--- src/rtl/alu_pkg.sv ---
// alu_pkg: shared types and default constants for the ALU result collector.
//   data_t            - 8-bit ALU result word
//   collector_state_t - collector FSM states
//   COLLECTOR_*       - default DEPTH / CLR_CYCLES / TIMEOUT values
//   sat_inc8          - saturating 8-bit increment used by the drop counter
package alu_pkg;

  typedef logic [7:0] data_t;

  typedef enum logic [1:0] {
    IDLE     = 2'd0,
    CAPTURE  = 2'd1,
    CLEAR    = 2'd2,
    WAIT_LOW = 2'd3
  } collector_state_t;

  localparam int unsigned COLLECTOR_DEPTH      = 4;
  localparam int unsigned COLLECTOR_CLR_CYCLES = 2;
  localparam int unsigned COLLECTOR_TIMEOUT    = 15;

  function automatic logic [7:0] sat_inc8(input logic [7:0] v);
    return (v == 8'hFF) ? v : v + 8'd1;
  endfunction

endpackage

--- src/rtl/alu_result_collector_if.sv ---
// alu_result_collector_if: result stream from the collector to its consumer.
//   res_valid - FIFO head valid            (collector -> consumer)
//   res_ready - consumer accepts the head  (consumer -> collector)
//   res_data  - FIFO head data             (collector -> consumer)
//   res_count - FIFO occupancy             (collector -> consumer)
// Modports: master = collector side, slave = consumer side.
interface alu_result_collector_if
  import alu_pkg::*;
#(
  parameter int unsigned DEPTH = COLLECTOR_DEPTH
);

  logic                     res_valid;
  logic                     res_ready;
  data_t                    res_data;
  logic [$clog2(DEPTH):0]   res_count;

  modport master (
    output res_valid,
    output res_data,
    output res_count,
    input  res_ready
  );

  modport slave (
    input  res_valid,
    input  res_data,
    input  res_count,
    output res_ready
  );

endinterface

--- src/rtl/alu_res_fifo.sv ---
// alu_res_fifo: first-word-fall-through result FIFO.
//   clk, rst_n   - clock, asynchronous active-low reset
//   push_i       - push request (one word, push_data_i)
//   push_data_i  - word to push
//   drop_o       - push refused because full with no same-cycle pop
//   res          - head/valid/count/ready stream (master modport)
// A push into a full FIFO still succeeds when the head is popped on the
// same edge. res_data is forced to zero while empty so the stream reads
// zero out of reset.
module alu_res_fifo
  import alu_pkg::*;
#(
  parameter int unsigned DEPTH = COLLECTOR_DEPTH
) (
  input  logic  clk,
  input  logic  rst_n,
  input  logic  push_i,
  input  data_t push_data_i,
  output logic  drop_o,
  alu_result_collector_if.master res
);

  localparam int unsigned PW = $clog2(DEPTH);
  localparam int unsigned CW = PW + 1;

  data_t          mem_q [DEPTH];
  logic [PW-1:0]  wptr_q, wptr_d;
  logic [PW-1:0]  rptr_q, rptr_d;
  logic [CW-1:0]  count_q, count_d;
  logic           empty, full, pop, wr_en;

  assign empty  = (count_q == '0);
  assign full   = (count_q == CW'(DEPTH));
  assign pop    = res.res_ready && !empty;
  assign wr_en  = push_i && (!full || pop);
  assign drop_o = push_i && full && !pop;

  always_comb begin
    wptr_d  = wptr_q;
    rptr_d  = rptr_q;
    count_d = count_q;
    if (wr_en) wptr_d = wptr_q + PW'(1);
    if (pop)   rptr_d = rptr_q + PW'(1);
    case ({wr_en, pop})
      2'b10:   count_d = count_q + CW'(1);
      2'b01:   count_d = count_q - CW'(1);
      default: count_d = count_q;
    endcase
  end

  always_ff @(posedge clk or negedge rst_n) begin
    if (!rst_n) begin
      wptr_q  <= '0;
      rptr_q  <= '0;
      count_q <= '0;
    end else begin
      wptr_q  <= wptr_d;
      rptr_q  <= rptr_d;
      count_q <= count_d;
    end
  end

  // Storage needs no reset: nothing is visible until count_q is non-zero.
  always_ff @(posedge clk) begin
    if (wr_en) mem_q[wptr_q] <= push_data_i;
  end

  assign res.res_valid = !empty;
  assign res.res_data  = empty ? '0 : mem_q[rptr_q];
  assign res.res_count = count_q;

endmodule

--- src/rtl/alu_result_collector.sv ---
// alu_result_collector: captures ALU results on interrupt, acknowledges the
// ALU with a clear pulse and queues results for a consumer.
//   clk         - clock, rising edge
//   alu_rst_n   - asynchronous active-low reset
//   alu_out     - ALU result, sampled on the CAPTURE edge
//   alu_irq     - ALU interrupt request (level)
//   alu_irq_clr - registered clear pulse, CLR_CYCLES wide
//   overflow    - sticky, a capture was dropped on a full FIFO
//   drop_cnt    - dropped-capture count, saturating at 255
//   stuck_err   - sticky, alu_irq stayed high for TIMEOUT cycles after clear
//   err_clr     - clears overflow, drop_cnt and stuck_err
//   res         - result stream (master modport)
module alu_result_collector
  import alu_pkg::*;
#(
  parameter int unsigned DEPTH      = COLLECTOR_DEPTH,
  parameter int unsigned CLR_CYCLES = COLLECTOR_CLR_CYCLES,
  parameter int unsigned TIMEOUT    = COLLECTOR_TIMEOUT
) (
  input  logic       clk,
  input  logic       alu_rst_n,
  input  data_t      alu_out,
  input  logic       alu_irq,
  output logic       alu_irq_clr,
  output logic       overflow,
  output logic [7:0] drop_cnt,
  output logic       stuck_err,
  input  logic       err_clr,
  alu_result_collector_if.master res
);

  localparam int unsigned CCW = $clog2(CLR_CYCLES + 1);
  localparam int unsigned TW  = $clog2(TIMEOUT + 1);

  collector_state_t state_q, state_d;
  logic [CCW-1:0]   clr_cnt_q, clr_cnt_d;
  logic [TW-1:0]    tmo_cnt_q, tmo_cnt_d;
  logic             irq_clr_q, irq_clr_d;
  logic             overflow_q, overflow_d;
  logic [7:0]       drop_cnt_q, drop_cnt_d;
  logic             stuck_q, stuck_d;
  logic             push, stuck_evt, drop;

  alu_res_fifo #(
    .DEPTH (DEPTH)
  ) u_fifo (
    .clk         (clk),
    .rst_n       (alu_rst_n),
    .push_i      (push),
    .push_data_i (alu_out),
    .drop_o      (drop),
    .res         (res)
  );

  always_comb begin
    state_d   = state_q;
    clr_cnt_d = clr_cnt_q;
    tmo_cnt_d = tmo_cnt_q;
    push      = 1'b0;
    stuck_evt = 1'b0;
    case (state_q)
      IDLE: begin
        if (alu_irq) state_d = CAPTURE;
      end
      CAPTURE: begin
        push      = 1'b1;
        state_d   = CLEAR;
        clr_cnt_d = '0;
      end
      CLEAR: begin
        if (clr_cnt_q == CCW'(CLR_CYCLES - 1)) begin
          state_d   = WAIT_LOW;
          tmo_cnt_d = '0;
        end else begin
          clr_cnt_d = clr_cnt_q + CCW'(1);
        end
      end
      WAIT_LOW: begin
        if (!alu_irq) begin
          state_d = IDLE;
        end else if (tmo_cnt_q == TW'(TIMEOUT - 1)) begin
          // Retry the clear without recapturing the same request.
          stuck_evt = 1'b1;
          state_d   = CLEAR;
          clr_cnt_d = '0;
        end else begin
          tmo_cnt_d = tmo_cnt_q + TW'(1);
        end
      end
      default: state_d = IDLE;
    endcase
  end

  // Registered clear: high exactly while the FSM sits in CLEAR.
  assign irq_clr_d = (state_d == CLEAR);

  // An error event on the same edge as err_clr takes priority.
  always_comb begin
    overflow_d = overflow_q;
    drop_cnt_d = drop_cnt_q;
    stuck_d    = stuck_q;
    if (drop) begin
      overflow_d = 1'b1;
      drop_cnt_d = err_clr ? 8'd1 : sat_inc8(drop_cnt_q);
    end else if (err_clr) begin
      overflow_d = 1'b0;
      drop_cnt_d = '0;
    end
    if (stuck_evt)    stuck_d = 1'b1;
    else if (err_clr) stuck_d = 1'b0;
  end

  always_ff @(posedge clk or negedge alu_rst_n) begin
    if (!alu_rst_n) begin
      state_q    <= IDLE;
      clr_cnt_q  <= '0;
      tmo_cnt_q  <= '0;
      irq_clr_q  <= 1'b0;
      overflow_q <= 1'b0;
      drop_cnt_q <= '0;
      stuck_q    <= 1'b0;
    end else begin
      state_q    <= state_d;
      clr_cnt_q  <= clr_cnt_d;
      tmo_cnt_q  <= tmo_cnt_d;
      irq_clr_q  <= irq_clr_d;
      overflow_q <= overflow_d;
      drop_cnt_q <= drop_cnt_d;
      stuck_q    <= stuck_d;
    end
  end

  assign alu_irq_clr = irq_clr_q;
  assign overflow    = overflow_q;
  assign drop_cnt    = drop_cnt_q;
  assign stuck_err   = stuck_q;

endmodule

--- src/flat_wrapper.sv ---
// flat-port wrapper written by rule: the top's interface ports become plain ports
module alu_result_collector_flat import alu_pkg::*;
#(
  parameter int unsigned DEPTH      = COLLECTOR_DEPTH,
  parameter int unsigned CLR_CYCLES = COLLECTOR_CLR_CYCLES,
  parameter int unsigned TIMEOUT    = COLLECTOR_TIMEOUT
)
  (clk, alu_rst_n, alu_out, alu_irq, alu_irq_clr, overflow, drop_cnt, stuck_err, err_clr, res_res_valid, res_res_data, res_res_count, res_res_ready);
  alu_result_collector_if #(.DEPTH(DEPTH)) res_i ();
  input  logic clk;
  input  logic alu_rst_n;
  input  data_t alu_out;
  input  logic alu_irq;
  output logic alu_irq_clr;
  output logic overflow;
  output logic [7:0] drop_cnt;
  output logic stuck_err;
  input  logic err_clr;
  output wire logic [$bits(res_i.res_valid)-1:0] res_res_valid;
  output wire logic [$bits(res_i.res_data)-1:0] res_res_data;
  output wire logic [$bits(res_i.res_count)-1:0] res_res_count;
  input wire logic [$bits(res_i.res_ready)-1:0] res_res_ready;
  assign res_res_valid = res_i.res_valid;
  assign res_res_data = res_i.res_data;
  assign res_res_count = res_i.res_count;
  assign res_i.res_ready = res_res_ready;
  alu_result_collector #(.DEPTH(DEPTH), .CLR_CYCLES(CLR_CYCLES), .TIMEOUT(TIMEOUT)) u_core (.clk(clk), .alu_rst_n(alu_rst_n), .alu_out(alu_out), .alu_irq(alu_irq), .alu_irq_clr(alu_irq_clr), .overflow(overflow), .drop_cnt(drop_cnt), .stuck_err(stuck_err), .err_clr(err_clr), .res(res_i));
endmodule
--- config.mk ---
export PLATFORM = sky130hd
export DESIGN_NAME = alu_result_collector_flat
export DESIGN_NICKNAME = d
export VERILOG_FILES = /design/src/rtl/alu_pkg.sv /design/src/rtl/alu_result_collector_if.sv /design/src/rtl/alu_res_fifo.sv /design/src/rtl/alu_result_collector.sv /design/src/flat_wrapper.sv
export SDC_FILE = /design/constraint.sdc
export NUM_CORES = 1
export LEC_CHECK = 0
export BUFFER_PORTS_ARGS = -buffer_cell sky130_fd_sc_hd__buf_4
export CORE_MARGIN = 4
export CORE_UTILIZATION = 45
export DETAILED_ROUTE_END_ITERATION = 7
export HOLD_SLACK_MARGIN = 0.03
export PLACE_DENSITY = 0.62
export RECOVER_POWER = 100
export SETUP_SLACK_MARGIN = 0.5
export SYNTH_ARGS = -nofsm -noshare
export SYNTH_HDL_FRONTEND = slang
export SYNTH_SLANG_ARGS = --single-unit
--- constraint.sdc ---
create_clock -name clk -period 3.2 [get_ports clk]
set_input_delay 0.8 -clock clk [delete_from_list [all_inputs] [get_ports clk]]
set_output_delay 0.8 -clock clk [all_outputs]
set_load 0.1 [all_outputs]
* Word level (Yosys, flattened, before mapping)
Memory sizes are Yosys's and may differ from the RTL's.
Cells that the tools add are included.
** Storage, ports and cells
- Memory bits (writable) :: 32
- Bits of input ports :: 13
- Logic and storage cells :: 80
- Memories kept :: 1
- Flip-flop bits (word level) :: 26
- Output and inout port bits :: 23
** Operators by class
- Reduce and logical (&&, ||, !) cells :: 18
- Add/subtract/negate cells :: 7
- Eq/ne operators :: 16
- Muxes and demuxes :: 28
** Memory list
- u_core.u_fifo.mem_q :: words 4, width 8, read ports 1, clocked after Yosys merged registers in 0, write ports 1, line alu_res_fifo.sv:26 : data_t mem_q [DEPTH];
** Operators with widths (count)
- $mux W8 :: 5
- $mux W2 :: 7
- $mux W4 :: 3
- $mux W1 :: 9
- $add A8 B1 Y8 const B :: 1
- $eq A2 B2 Y1 const B :: 4
- $eq A8 B8 Y1 const B :: 1
- $ne A2 B2 Y1 const B :: 4
- $pmux W2 S4 :: 1
- $pmux W4 S2 :: 1
- $reduce_and A4 Y1 :: 2
- $reduce_bool A2 Y1 :: 4
- $add A2 B1 Y2 const B :: 3
- $eq A2 B1 Y1 const B :: 3
- $pmux W2 S3 :: 1
- $pmux W3 S2 :: 1
- $add A4 B1 Y4 const B :: 1
- $eq A4 B4 Y1 const B :: 1
- $logic_and A1 B1 Y1 :: 4
- $ne A2 B1 Y1 const B :: 2
- $add A3 B1 Y3 const B :: 1
- $eq A3 B3 Y1 const B :: 1
- $logic_not A1 Y1 :: 3
- $logic_not A3 Y1 :: 1
- other kinds (5) :: 5

* Depth between registers and ports, before layout
- Word-level depth :: 7
- Gate-level depth with buffers :: 11
- Mapped depth without buffers :: 9

* Modules after synthesis
From an unflattened synthesis, not the netlist that was laid out.
** Unflattened totals
- Cell total of the unflattened synthesis :: 205
- Area, all modules :: 2757.6 µm²
** Modules (own cells, without submodules)
- alu_res_fifo :: instances 1, cells each 89, sequential area each 1136.1 µm², area an instance 1659.1 µm²
- alu_result_collector :: instances 1, cells each 116, sequential area each 475.5 µm², area an instance 1098.6 µm²

* Least setup slack after synthesis
Ideal clock, no wire load.
- Path type :: reg-to-output
- From :: reg u_core.u_fifo.count_q[0], in the netlist u_core.u_fifo.res.res_count[0]
- To :: out res_res_data[0]
- Arrival time :: 3.010 ns
- Slack :: -0.610 ns
- Required time :: 2.400 ns
- Stages on the path, launching flop included :: 4
- Buffers on the path :: 1
- Cell sequence :: dfrtp_1 or3_1 clkbuf_1 and2_1
** Between the ends
- Longest elaborated chain between the ends :: 2
** Ends and longest elaborated chain
- start, declared :: line alu_res_fifo.sv:29 : logic [CW-1:0] count_q, count_d;
- start signal, assigned :: line alu_res_fifo.sv:59 : count_q <= count_d;
- $logic_not A3 Y1 :: line alu_res_fifo.sv:32 : assign empty = (count_q == '0);
- $mux W8 :: line alu_res_fifo.sv:69 : assign res.res_data = empty ? '0 : mem_q[rptr_q];
- end, declared :: line flat_wrapper.sv:20 : output wire logic [$bits(res_i.res_data)-1:0] res_res_data;
No other way between the ends.

* Worst setup path after layout
- From :: reg u_core.u_fifo.rptr_q[0]
- To :: out res_res_data[4]
** Between the ends
- Longest elaborated chain between the ends :: 2
** Ends and longest elaborated chain
- start, declared :: line alu_res_fifo.sv:28 : logic [PW-1:0] rptr_q, rptr_d;
- start signal, assigned :: line alu_res_fifo.sv:58 : rptr_q <= rptr_d;
- $mem_v2 Z4 W8
- $mux W8 :: line alu_res_fifo.sv:69
No other way between the ends.

==> reports/qor.yml <==
cts-buffers-inserted: 9
antenna_found_initial: 0
netlist_instances: 193
synth_fa_ha_area_share_pct: 5.08
fin_nets: 254
wl_um: 5060
slew_viol_final: 0
rsz0062_at_grt: "yes"
track_usage_pct: 15.5
async_flop_share_pct: 44.8
criticalPathCategory: "flop to output port"
num-fill-cells: 504
period_minus_slack_ns: 2.76
cp_max_fo: 10
drc: 0
grt_start_max_net_pins: 27
firstDrtPassIters: 4
synth-compound-area-share_pct: 6.57
overflow: 0
syn_area_per_cell_um2: 13.5
worstMarginPinSlew_ns: 1.46
synth_edf_count: 32
yosysWarnings: 0
leakage_uw: 0.00110
hpwl_um: 3590
insertion_delay_ns: 0.32
cts_num_sinks: 58
synth.distinct_cells: 40
synth_mux_area_share_pct: 8.44
timing.fmax_ghz: 0.363
internal_power_uw: 1580
post_drt_wl_per_cell_um: 16.4
port-buffer-count: 35
drv_cap: 0
gp_congestion: 0.848
ant_nets: 0
synth_fp_nets: 216
drt_iter0_drc: 83
ctsRootBufferMaster: "clkbuf_8"
finalSetupTns_ns: 0
ios: 36
crit_path_cell_trace: "mux4_2 > and2_2 > clkbuf_2"
cts_tree: "yes"
synth_top_family_by_area: "simple AND/OR/NAND/NOR gates"
synthSimpleGateAreaFrac_pct: 12.3
worstPathRequired_ns: 2.40
ys_seq_area_share_pct: 61.8
power_frac_comb_pct: 46.7
place_ws_ns: 0.341
initial_core_util_pct: 46.8
grt_pass1_wl_um: 8400
slew_headroom_pct: 2.46
setup_viol: 0
ir_worst_vdd_uv: 570
synth_xor_area_share_pct: 2.35
skew_ns: 0.00543
syn-cell-area_mm2: 0.00261
num_vias: 1653
clockBufferDepth: 2
whs_path_depth: 1
hold_class: "flop to flop"
slowest_stage: "dfrtp_4"
worst-r2r-setup-slack_ns: 0.69
synth_seq_cells: 58
htreeDepth: 3
synth_ff_type: "edfxtp_1"
finalHoldViolCount: 0
area_growth_pct: 14.7
grt_pass1_vias: 1701
die_w_um: 84.1
n_antenna_cell: 0
vias_per_cell: 5.37
clockPowerShare_pct: 17.5
worst_slack_ns: 0.442
clk_pin_slew_worst_paths_ns: 0.06
p_sw_uw: 1480
final_cell_mix: "edfxtp_1 (32), clkbuf_1 (29), dfrtp_1 (22)"
hold_end: "u_core.u_fifo.res.res_count[2]"
hold_path.startpoint: "u_core.u_fifo.res.res_count[2]"
end_kind: "output port"
fin_crit_sh_pct: 86.2
die-area_mm2: 0.00708
swShare_pct: 48.3
drive_gt1_share_pct: 18.6
r2r-end: "u_core.u_fifo.res.res_count[2]"
r2r_start: "u_core.u_fifo.res.res_count[0]"
dieHeight_um: 84.1
final_common_cell: "edfxtp_1"
ff2ff_path_depth: 9
arrival_ns: 1.96
status: "finished, final reports clean"
pwr-share-seq_pct: 35.8
critPathLaunchType: "flop"
row_count: 27
worst_path_largest_cell_delay_ns: 0.54
p_per_area_mw_per_mm2: 1020
core_mm2: 0.00557
[state kept, by name, summed over array words and instances (netlist names), 2 cells and up]
| register | flops |
|---|---|
| u_core.clr_cnt_q | 2 |
| u_core.drop_cnt | 8 |
| u_core.state_q | 2 |
| u_core.tmo_cnt_q | 4 |
| u_core.u_fifo.mem_q | 32 |
| u_core.u_fifo.res.res_count | 3 |
| u_core.u_fifo.rptr_q | 2 |
| u_core.u_fifo.wptr_q | 2 |
[synth_stat cells, types with 2 or more instances]
master	number	area share, %
xor2_1	3	1.0
nand2b_1	5	1.2
clkbuf_1	7	1.0
o31ai_1	5	1.4
xnor2_1	4	1.3
a22o_1	2	0.67
nor3_1	2	0.38
nand4_1	2	0.48
nand2_1	8	1.2
a21oi_1	3	0.58
o21ai_0	5	0.96
nand3b_1	2	0.58
nor2_1	9	1.3
o211ai_1	2	0.58
or3_1	2	0.48
edfxtp_1	32	37
o22ai_1	2	0.48
and2_1	13	3.1
mux2i_1	4	1.5
dfrtp_1	26	25
mux4_2	8	6.9
inv_1	15	2.2
nor4_1	2	0.48
ha_1	9	4.3
nand3_1	6	1.2
[layout make-up]
type | instances | area [um2] | area share, %
clock buffer | 15 | 146 | 4.89
sequential | 58 | 1620 | 54.1
clock inverter | 1 | 5.00 | 0.167
tap | 72 | 90.1 | 3.01
timing repair buffer | 36 | 164 | 5.48
multi-input combinational | 111 | 912 | 30.5
inverter | 15 | 56.3 | 1.88
[layer usage]
metal / routed length [um] / track usage [%]
met2: 2710 / 26.3
met1: 2060 / 18.4
met3: 216 / 4.22
met5: 0 / 0
met4: 79 / 7.46
[what timing repair did]
action | CTS | global route
hold buffers | 0 | 0
gates cloned | 0 | 0
pin swaps | 0 | 0
buffers inserted | 0 | 1
resized for setup | 2 | 0
endpoints found under the setup margin | 8 | 4
[worst max-delay path: cells and delay by family (launching register included)]
family                 cells  cell delay (ns)
muxes                      1             0.51
and+or+nand+nor            1             0.21
DFF                        1             0.54
buffers and inverters      1             0.37
[cell families (layout without fill, tap and decap cells)]
family | after synthesis | after routing
and+or+nand+nor | 57 | 57
AOI/OAI and AO/OA | 25 | 25
buffers and inverters | 24 | 67
xor gates and xnor gates | 7 | 7
DFF | 58 | 58
adders and majority gates | 10 | 10
muxes | 12 | 12
[how the worst max path moves through the flow]
stage | slack [ns] | cells past startpoint | startpoint | to
final | 0.44 | 3 | u_core.u_fifo.rptr_q[0] | res_res_data[4]
after floorplan | 0.44 | 3 | u_core.u_fifo.res.res_count[0] | res_res_data[0]
after detailed placement | 0.34 | 10 | res_res_ready | u_core.u_fifo.res.res_count[2]
after CTS | 0.54 | 3 | u_core.u_fifo.rptr_q[0] | res_res_data[5]
after global placement | 0.40 | 10 | res_res_ready | u_core.u_fifo.res.res_count[2]
after global routing | 0.35 | 3 | u_core.u_fifo.rptr_q[0] | res_res_data[5]
[metrics by stage]
step	utilization (%)	total power, uW	hold slack [ns]	std cells	area (um2)
after floorplan	-	2300	0.474	193	2620
after global placement	52.7	2560	0.480	291	2940
after detailed placement	52.7	2610	0.493	291	2940
after CTS	55.5	3160	0.373	307	3100
after global routing	53.7	3220	0.529	308	2990
final	53.7	3060	0.504	308	2990
[power groups by stage]
stage,Sequential [uW],Combinational [uW],Clock [uW]
6_report,1090,1430,534
5_1_grt,1120,1510,593
4_1_cts,1100,1510,552
3_5_place_dp,1100,1500,0
3_3_place_gp,1090,1470,0
2_1_floorplan,1200,1100,0
No activity file was read; power rests on OpenSTA's default activity.
